$ cat src/rtl/arith_pkg.sv
// Shared arithmetic-datapath definitions: default operand width and the
// sequencer state encoding used by the divider.
package arith_pkg;

    localparam int N = 6;

    typedef enum logic [1:0] {
        IDLE = 2'd0,
        RUN  = 2'd1,
        DONE = 2'd2
    } state_t;

endpackage

$ cat src/rtl/seq_div12by6_div_step.sv
// One restoring-division step: shift in the next dividend bit, trial-subtract
// the divisor and keep the difference only when it does not go negative.
module div_step #(
    parameter int N = arith_pkg::N
) (
    input  logic [N:0]   rem,
    input  logic         nbit,
    input  logic [N-1:0] divisor,
    output logic [N:0]   rem_next,
    output logic         qbit
);

    logic [N:0] t_s;
    logic [N:0] dvs_s;

    // Trial subtraction; a set top bit of rem would already exceed any divisor.
    always_comb begin
        t_s   = {rem[N-1:0], nbit};
        dvs_s = {1'b0, divisor};
        qbit  = rem[N] | (t_s >= dvs_s);
        if (qbit) begin
            rem_next = t_s - dvs_s;
        end else begin
            rem_next = t_s;
        end
    end

endmodule

$ cat src/rtl/seq_div12by6.sv
// Sequential restoring divider, 2N-bit dividend by N-bit divisor, one quotient
// bit per clock, with a start/busy/done handshake.
module seq_div12by6
    import arith_pkg::*;
#(
    parameter int N = arith_pkg::N
) (
    input  logic           clk,
    input  logic           rst,
    input  logic           start,
    input  logic [2*N-1:0] a,
    input  logic [N-1:0]   b,
    output logic [2*N-1:0] q,
    output logic [N-1:0]   r,
    output logic           busy,
    output logic           done,
    output logic           dz
);

    localparam int             CW   = $clog2(2 * N);
    localparam logic [CW-1:0]  LAST = CW'(2 * N - 1);
    localparam logic [CW-1:0]  ONE  = CW'(1);

    state_t         state_r, state_s;
    logic [CW-1:0]  count_r, count_s;
    logic [2*N-1:0] dvd_r, dvd_s;
    logic [N-1:0]   dvs_r, dvs_s;
    logic [N:0]     rem_r, rem_s;
    logic [2*N-1:0] q_s;
    logic [N-1:0]   r_s;
    logic           busy_s, done_s, dz_s;
    logic [N:0]     step_rem_s;
    logic           step_qbit_s;

    div_step #(.N(N)) u_step (
        .rem      (rem_r),
        .nbit     (dvd_r[2*N-1]),
        .divisor  (dvs_r),
        .rem_next (step_rem_s),
        .qbit     (step_qbit_s)
    );

    // Next-state and next-register logic; done is a pulse so it defaults low.
    always_comb begin
        state_s = state_r;
        count_s = count_r;
        dvd_s   = dvd_r;
        dvs_s   = dvs_r;
        rem_s   = rem_r;
        q_s     = q;
        r_s     = r;
        busy_s  = busy;
        done_s  = 1'b0;
        dz_s    = dz;
        case (state_r)
            IDLE, DONE: begin
                if (start) begin
                    if (b != {N{1'b0}}) begin
                        dvd_s   = a;
                        dvs_s   = b;
                        rem_s   = {(N + 1){1'b0}};
                        count_s = {CW{1'b0}};
                        busy_s  = 1'b1;
                        state_s = RUN;
                    end else begin
                        // Zero divisor completes at once with a saturated quotient.
                        q_s     = {(2 * N){1'b1}};
                        r_s     = {N{1'b0}};
                        dz_s    = 1'b1;
                        done_s  = 1'b1;
                        busy_s  = 1'b0;
                        state_s = DONE;
                    end
                end else begin
                    busy_s  = 1'b0;
                    state_s = IDLE;
                end
            end
            RUN: begin
                dvd_s   = {dvd_r[2*N-2:0], step_qbit_s};
                rem_s   = step_rem_s;
                count_s = count_r + ONE;
                if (count_r == LAST) begin
                    q_s     = {dvd_r[2*N-2:0], step_qbit_s};
                    r_s     = step_rem_s[N-1:0];
                    dz_s    = 1'b0;
                    done_s  = 1'b1;
                    busy_s  = 1'b0;
                    state_s = DONE;
                end else begin
                    busy_s  = 1'b1;
                    state_s = RUN;
                end
            end
            default: begin
                busy_s  = 1'b0;
                state_s = IDLE;
            end
        endcase
    end

    // State register.
    always_ff @(posedge clk or posedge rst) begin
        if (rst) begin
            state_r <= IDLE;
        end else begin
            state_r <= state_s;
        end
    end

    // Operand, partial-remainder, counter and registered output storage.
    always_ff @(posedge clk or posedge rst) begin
        if (rst) begin
            count_r <= {CW{1'b0}};
            dvd_r   <= {(2 * N){1'b0}};
            dvs_r   <= {N{1'b0}};
            rem_r   <= {(N + 1){1'b0}};
            q       <= {(2 * N){1'b0}};
            r       <= {N{1'b0}};
            busy    <= 1'b0;
            done    <= 1'b0;
            dz      <= 1'b0;
        end else begin
            count_r <= count_s;
            dvd_r   <= dvd_s;
            dvs_r   <= dvs_s;
            rem_r   <= rem_s;
            q       <= q_s;
            r       <= r_s;
            busy    <= busy_s;
            done    <= done_s;
            dz      <= dz_s;
        end
    end

endmodule

$ cat config.mk
export PLATFORM = sky130hd
export DESIGN_NAME = seq_div12by6
export DESIGN_NICKNAME = d
export VERILOG_FILES = /design/src/rtl/arith_pkg.sv /design/src/rtl/seq_div12by6_div_step.sv /design/src/rtl/seq_div12by6.sv
export SDC_FILE = /design/constraint.sdc
export NUM_CORES = 1
export LEC_CHECK = 0
export ABC_AREA = 1
export BUFFER_PORTS_ARGS = -buffer_cell sky130_fd_sc_hd__buf_2
export CORE_AREA = 2 2 89 91
export DETAILED_ROUTE_END_ITERATION = 12
export DIE_AREA = 0 0 91 93
export GPL_TIMING_DRIVEN = 0
export PLACE_DENSITY = 0.64
export SETUP_SLACK_MARGIN = 0.3
export SLEW_MARGIN = 20
export SYNTH_ARGS = -nofsm -noshare
export SYNTH_HDL_FRONTEND = slang
export SYNTH_SLANG_ARGS = --single-unit
$ cat constraint.sdc
create_clock -name clk -period 2.4 [get_ports clk]
set_input_delay 0.48 -clock clk [delete_from_list [all_inputs] [get_ports clk]]
set_output_delay 0.48 -clock clk [all_outputs]
set_load 0.05 [all_outputs]
* Yosys cells after proc, flatten, opt, wreduce, memory -nomap -nowiden *
Cells that the tools add are included.

operators by class
  add/subtract/negate cells = 2
  $mul = 0
  divide/modulo/power cells = 0
  $lt $le $gt $ge = 1
  eq/ne operators = 7
  shifts and indexed selects = 0
  multiplexer cells = 34
  bitwise gates (word level) = 1
  reduce and logical (&&, ||, !) cells = 7

operators with widths
  operator                                             number
  two-way mux 12 bit                                   5
  one-hot mux 12 bit (2 select lines)                  2
  two-way mux 7 bit                                    3
  two-way mux 6 bit                                    3
  one-hot mux 7 bit (2 select lines)                   1
  one-hot mux 6 bit (2 select lines)                   1
  two-way mux 1 bit                                    9
  two-way mux 4 bit                                    2
  != test 2 bit, second input constant                 4
  one-hot mux 4 bit (2 select lines)                   1
  greater-or-equal comparator 7 x 6 -> 1 bit           1
  subtractor 7 x 6 -> 7 bit                            1
  two-way mux 2 bit                                    3
  one-hot mux 1 bit (2 select lines)                   3
  AND reduction 3 bit                                  2
  nonzero test 6 bit                                   1
  adder 4 x 1 -> 4 bit, second input constant          1
  equality test 4 bit, second input constant           1
  one-hot mux 2 bit (2 select lines)                   1
  AND reduction 4 bit                                  1
  equality test 2 x 1 -> 1 bit, second input constant  1
  equality test 2 bit, second input constant           1
  logical NOT 2 bit                                    1
  nonzero test 2 bit                                   1
  2 further kinds                                      2

word-level totals
  flip-flop bits (word level) = 52
  bits in latches = 0
  bits in writable memories = 0
  ROM bits = 0
  output and inout bits = 21
  word-level logic and storage cells = 62
  memories kept = 0

* Logic depth before layout (Yosys ltp) *
Gate-level depths: netlist of the first run.

  depth after elaboration = 5
  mapped depth = 12
  depth with buffers taken out = 12

* Modules after synthesis *
A second synthesis of the first run with hierarchy kept.

unflattened totals
  cells, all modules = 373
  area total of the unflattened synthesis = 2,864.0 µm²

modules (own cells, without submodules)
  module        instances  cells an instance  area an instance (µm²)  sequential area each (µm²)
  seq_div12by6  1          287                2,387.3                 1,251.2
  div_step      1          86                 476.7                   0.0

* Worst setup path after synthesis of the first run *
Ideal clock, no wire load.

  path type = register to register
  from = reg dvs_r[0]
  to = reg r[4]
  library setup time = 66 ps
  arrival time = 1,617 ps
  required time = 2,334 ps
  slack = 718 ps
  cell stages (with the launch flop) = 10
  path buffers = 0
  clock period less this slack = 1,682 ps
  cell sequence = dfrtp_1 -> ha_1 -> fa_1 -> nand3b_1 -> nand2_1 -> xor2_1 -> nand3_2 -> nand2_1 -> nand2_1 -> nand2_1

on the way
  cells in the longest elaborated chain, start to end = 5

RTL lines
  item                                        line                         text
  start: declaration                          seq_div12by6.sv:27           logic [N-1:0] dvs_r, dvs_s;
  start signal: assignment                    seq_div12by6.sv:116          dvs_r <= {N{1'b0}};
  start signal: assignment                    seq_div12by6.sv:126          dvs_r <= dvs_s;
  greater-or-equal comparator 7 x 6 -> 1 bit  seq_div12by6_div_step.sv:20  qbit = rem[N] | (t_s >= dvs_s);
  bitwise OR 1 bit                            seq_div12by6_div_step.sv:20
  two-way mux 7 bit (*)                       seq_div12by6_div_step.sv:21  if (qbit) begin
  two-way mux 6 bit (*)                       seq_div12by6.sv:83           if (count_r == LAST) begin
  one-hot mux 6 bit (2 select lines) (*)      seq_div12by6.sv:55           case (state_r)
  end signal: assignment                      seq_div12by6.sv:119          r <= {N{1'b0}};
  end signal: assignment                      seq_div12by6.sv:129          r <= r_s;
  end: declaration                            seq_div12by6.sv:14           output logic [N-1:0] r,

Mark *: on every way between the ends. The rest lies on a longest branch, timed or not. The select of a mux whose other input is x is not followed.
A chain may end at the register's enable or synchronous reset.

* Worst setup path in the final report of the first run *
  from = reg dvd_r[11]
  to = reg r[4]

on the way
  cells in the longest elaborated chain, start to end = 5

RTL lines
  item                                        line                         text
  start: declaration                          seq_div12by6.sv:26           logic [2*N-1:0] dvd_r, dvd_s;
  start signal: assignment                    seq_div12by6.sv:115          dvd_r <= {(2 * N){1'b0}};
  start signal: assignment                    seq_div12by6.sv:125          dvd_r <= dvd_s;
  greater-or-equal comparator 7 x 6 -> 1 bit  seq_div12by6_div_step.sv:20
  bitwise OR 1 bit                            seq_div12by6_div_step.sv:20
  two-way mux 7 bit (*)                       seq_div12by6_div_step.sv:21
  two-way mux 6 bit (*)                       seq_div12by6.sv:83
  one-hot mux 6 bit (2 select lines) (*)      seq_div12by6.sv:55

Marked as above.

==> results of run 1 <==
==> cells by family after synthesis <==
logic type                 after synthesis  share of synthesized area
DFF                                     50                     0.4878
buffers and inverters                   50                    0.08829
adders and majority gates                8                    0.04195
xor gates and xnor gates                 5                    0.01708
and+or+nand+nor                        122                     0.2293
AOI/OAI and AO/OA                       53                     0.1356
==> routing by layer <==
metal | GRT usage | up-vias | share of wire
met2 | 0.2309 | 33 | 0.48
met5 | 0 | - | 0
met4 | 0.03662 | 0 | 0.011
li1 | - | 1043 | -
met1 | 0.2013 | 974 | 0.47
met3 | 0.02901 | 5 | 0.037
==> critical path: stages (launching register included) <==
cell	delay [ps]
dfrtp_1	360
inv_1	70
ha_1	230
fa_1	410
nand3b_1	180
nand2_1	100
xor2_1	190
nand3_2	110
nand2_1	70
nand2_1	50
nand2_1	50
==> synthesized netlist by cell type, drive strengths merged <==
| cell | number |
|---|---|
| nand3b | 2 |
| o211ai | 12 |
| clkbuf | 2 |
| nand2 | 77 |
| nand4 | 8 |
| fa | 1 |
| nor2 | 22 |
| buf | 9 |
| a31oi | 11 |
| inv | 39 |
| nand3 | 13 |
| xnor2 | 2 |
| ha | 7 |
| o21ai | 21 |
| xor2 | 3 |
| dfrtp | 50 |
| a21oi | 7 |
| o22ai | 2 |
==> cell type report <==
cell class	count	area [sq um]
Buffer	11	80.08
Timing Repair Buffer	42	225.2
Inverter	39	146.4
Tap cell	102	127.6
Sequential cell	50	1251
Fill cell	818	4527
Multi-Input combinational cell	188	1087
Clock inverter	2	13.76
Clock buffer	5	68.82
==> sequential cells by signal, indices dropped and copies added, names as in the netlist <==
register and count:
busy 1, count_r 4, done 1, dvd_r 12
dvs_r 6, dz 1, q 12, r 6
rem_r 7
==> worst paths after layout <==
check | from | endpoint | cells past startpoint
max | dvd_r[11] | r[4] | 10
min | rst | q[6] | 2
max reg2reg | dvd_r[11] | r[4] | 10
min reg2reg | r[5] | r[5] | 2
max in group asynchronous | rst | rem_r[4] | 3
min in group clk | a[4] | dvd_r[4] | 3
==> per-stage QoR <==
stage / utilization / cell area (sq um)
floorplan: - / 2565
global placement: 0.3850 / 2898
detailed placement: 0.3876 / 2918
CTS: 0.3986 / 3000
global route: 0.3986 / 3000
finish: 0.3986 / 3000
==> results.cfg, run 1 <==
[sta]
hold_violations = 0
layout_setup_ws_ps = 533.3
setup_violations = 0
max_freq_mhz = 535.7
rsz0062_at_grt = no
tightest_slew_ps = 598.9
skew_ps = 8.782
relSlewSlack = 0.6008
finalSetupTns_ps = 0
maxSlewViolCount = 0
fin_hold_ws_ps = 171.7
period_share = 0.7778
period_needed_ps = 1867

[floorplan]
dieArea_sq_um = 8463
ioPinCount = 42
dieWidth_um = 91
rows = 32
coreArea_sq_um = 7527
start_util = 0.3408
die-height_um = 93

[finish]
layout_commonest_cell = nand2_1
post_layout_nonfiller_instances = 439
final_cell_mix = nand2_1, dfrtp_1, buf_2
drive_above_1_share = 0.2374
antenna_cells = 0
synthToLayoutAreaGrowth_pct = 16.98
nets = 366

[cts]
clkLatencyLatePin_ps = 310
ctsResizeCount = 0
clkTransAtPathRegs_ps = 100
clock-sinks = 50
cts_root_buffer = clkbuf_8
hold_buffers = 0
h-tree-depth = 2
cts_tree = yes
cts.path.max_buffers = 2
post_cts_buffers = 0
cts_made_buffers = 5

[logic_synthesis]
synthesis.area_per_instance_sq_um = 8.906
netlist_instances = 288
synth-seq-cells = 50
synth_top_area_cell = dfrtp_1
ys_warn_count = 0
synth-seq-area-share = 0.4878
synth_area_leaders = dfrtp_1, nand2_1, inv_1
synth_top_area_share = 0.4878
ys_types = 33
syn-num-nets = 317
synth_area_sq_um = 2565

[routing]
wl_per_cell_um = 13.21
ant_nets = 0
routed_wl_um = 5800
firstDrtPassIters = 4
drc = 0
avgViaCountPerCell = 4.681
drt_iter0_markers = 84
vias = 2055

[run_status]
status = finished clean

[worst_setup_path]
worst_ep_required_time_ps = 2650
endpoint_kind = register
cp.arrival_ps = 2110
crit_path_start_kind = register
crit_type = reg -> reg
r2r_slack_ps = 530
crit_path_max_fanout = 3

[grt]
grt_usage = 0.1442
antenna_found_initial = 0
grt_pass1_vias = 2009
grt_overflow = 0
grt_pass1_wl_um = 9756
grt_max_degree = 31

[run]
cap_violations = 0

[place]
placedCellCount = 432
io_buffers = 41
hpwl_um = 4257
dp_slack_ps = 561.7
place_congestion = 0.8453

[worst_hold_path]
hp-class = in -> async
Power of run 1 is left out: the tool's default activity adds up to more than one toggle a clock period on the data nets, which glitch-free logic cannot reach.
==> inputs of run 2 (changes only) <==
ABC_AREA = 0   (was 1)
CORE_AREA = 2 2 88 90   (was 2 2 89 91)
DIE_AREA = 0 0 90 92   (was 0 0 91 93)
clock period = 1.82 ns   (was 2.4 ns; I/O delays follow)
==> results.cfg, run 2 <==
[logic_synthesis]
synthArstFlopShare = 1.000
synth-seq-cells = 50
netlist_instances = 261
synthXorXnorAreaFrac = 0.01060
synth_top_area_cell = dfrtp_1
synth_compound_area_frac = 0.1747
synthesis.area_per_instance_sq_um = 9.497
synth_area_leaders = dfrtp_1, nand2_1, nor2_1
ys_warn_count = 0
synth_most_common_cell = dfrtp_1
synthTopCellsByCount = dfrtp_1, nand2_1, nor2_1
synth_area_sq_um = 2479
syn-num-nets = 290
synth_top_family_by_area = simple AND/OR/NAND/NOR gates
yosys_most_used_dff = dfrtp_1
ys_types = 43
synth-seq-area-share = 0.5048
synthAdderAreaFrac = 0.04341
synthMuxAreaShare = 0
synth-simple-area-share = 0.2090
synth_top_area_share = 0.5048
synth_edf_count = 0

[sta]
finalSetupTns_ps = -724.3
relSlewSlack = 0.6676
tightest_slew_ps = 498.6
max_freq_mhz = 514.4
layout_setup_ws_ps = -123.9
skew_ps = 8.834
rsz0062_at_grt = yes
hold_violations = 0
period_needed_ps = 1944
period_share = 1.068
setup_violations = 10
fin_hold_ws_ps = 32.13
maxSlewViolCount = 0

[cts]
hold_buffers = 0
clkTransAtPathRegs_ps = 100
clock-sinks = 50
cts_root_buffer = clkbuf_8
cts.path.max_buffers = 2
cts_tree = yes
clkLatencyLatePin_ps = 300
cts_made_buffers = 5
h-tree-depth = 2

[place]
hpwl_um = 4382
dp_slack_ps = -185.9
io_buffers = 41
placedCellCount = 404
place_congestion = 0.8295
place_area_sq_um = 2974

[finish]
drive_above_1_share = 0.4179
layout_commonest_cell = dfrtp_1
fin_util = 0.4679
fin_area_sq_um = 3485
synthToLayoutAreaGrowth_pct = 40.59
reg.largest.list = dvd_r x12, q x12, rem_r x7
final_cell_mix = dfrtp_1, nand2_1, buf_2
post_layout_nonfiller_instances = 437
nets = 363
antenna_cells = 0

[floorplan]
coreArea_sq_um = 7447
rows = 32
start_util = 0.3328
dieArea_sq_um = 8280
die-height_um = 92
ioPinCount = 42
dieWidth_um = 90

[worst_setup_path]
cpPeakStageDelay_ps = 380
path_delay_family = compound AO/OA/AOI/OAI gates
cp.arrival_ps = 2110
crit_buf_inv = 1
worstRegToRegCells = 8
crit_path_start_kind = register
path_depth = 8
endpoint_kind = register
cpMaxStageDelayCell = dfrtp_1
crit_type = reg -> reg
crit_path_max_fanout = 3
cp_cell_sequence = inv_2 -> ha_4 -> fa_2 -> nand2b_4 -> a211oi_4 -> nor4_2 -> o32ai_1 -> o21ai_1
worst_ep_required_time_ps = 1990

[power_and_ir_drop]
power_mw = 7.234
cellPowerDensity_nw_per_um2 = 2076
p_leak_nw = 1.453
peakVddDrop_uv = 492.5

[grt]
grt_max_degree = 51
antenna_found_initial = 0
grt_overflow = 0
grt_pass1_vias = 2197
grt_usage = 0.1604
grt_pass1_wl_um = 10640

[routing]
ant_nets = 0
firstDrtPassIters = 4
drc = 0
wl_per_cell_um = 14.92
drt_iter0_markers = 152
vias = 2191
routed_wl_um = 6518
avgViaCountPerCell = 5.014

[worst_hold_path]
hp-class = in -> async

[run_status]
status = complete, but fails checks
violations = setup timing

[run]
cap_violations = 0
## run 2: cell count changes after synthesis, moves of 6 or more
cell	before	now
a21oi_2	0	7
clkbuf_1	1	7
inv_1	37	10
nand2_1	72	47
nor2_1	19	34
o21ai_1	12	1
## run 2: repair_timing
action                     in CTS  in global routing
setup endpoints to repair      39                 39
hold endpoints to repair        0                  0
gates cloned                    2                  1
gates resized for setup        35                  9
buffers inserted               15                  6
pin swaps                      11                  2
## run 2: worst paths after layout
path | start | to | slack, ps
worst max-delay path | dvd_r[11] | rem_r[6] | -120
worst min-delay path | rst | q[7] | 30
worst max register to register | dvd_r[11] | rem_r[6] | -120
worst min register to register | r[3] | r[3] | 490
max in group asynchronous | rst | busy | 1280
min in group clk | b[4] | dvs_r[4] | 290
## run 2: logic make-up (layout without fill, tap and decap cells)
logic type / count (synthesis) / count (layout)
fa+ha+maj: 8 / 8
compound gates: 61 / 61
flops: 50 / 50
xor+xnor: 3 / 3
buf+inv: 24 / 98
simple gates: 115 / 115
## run 2: power breakdown
group          switching (mW)  leakage [nW]  total, mW  internal, mW
Clock                   0.368        0.0472      0.674         0.306
Sequential              0.377         0.549       1.98          1.60
Combinational            2.65         0.857       4.58          1.93
## run 2: cell type report
cell class	instances	area [sq um]
buffer	13	128.9
tap	102	127.6
inverter	11	57.56
fill	720	3963
sequential	50	1254
multi-input combinational	187	1361
clock buffer	6	82.58
timing repair buffer	66	460.4
clock inverter	2	12.51
## run 2: metal layers
| metal | up-vias | wire (um) | part of all wire | global-route usage |
|---|---|---|---|---|
| li1 | 1057 | - | - | - |
| met1 | 1067 | 2933 | 0.45 | 0.2083 |
| met2 | 57 | 3179 | 0.49 | 0.2675 |
| met3 | 10 | 283 | 0.043 | 0.02794 |
| met4 | 0 | 122 | 0.019 | 0.06410 |
| met5 | - | 0 | 0 | 0 |
Power figures use the tool's default switching activity.
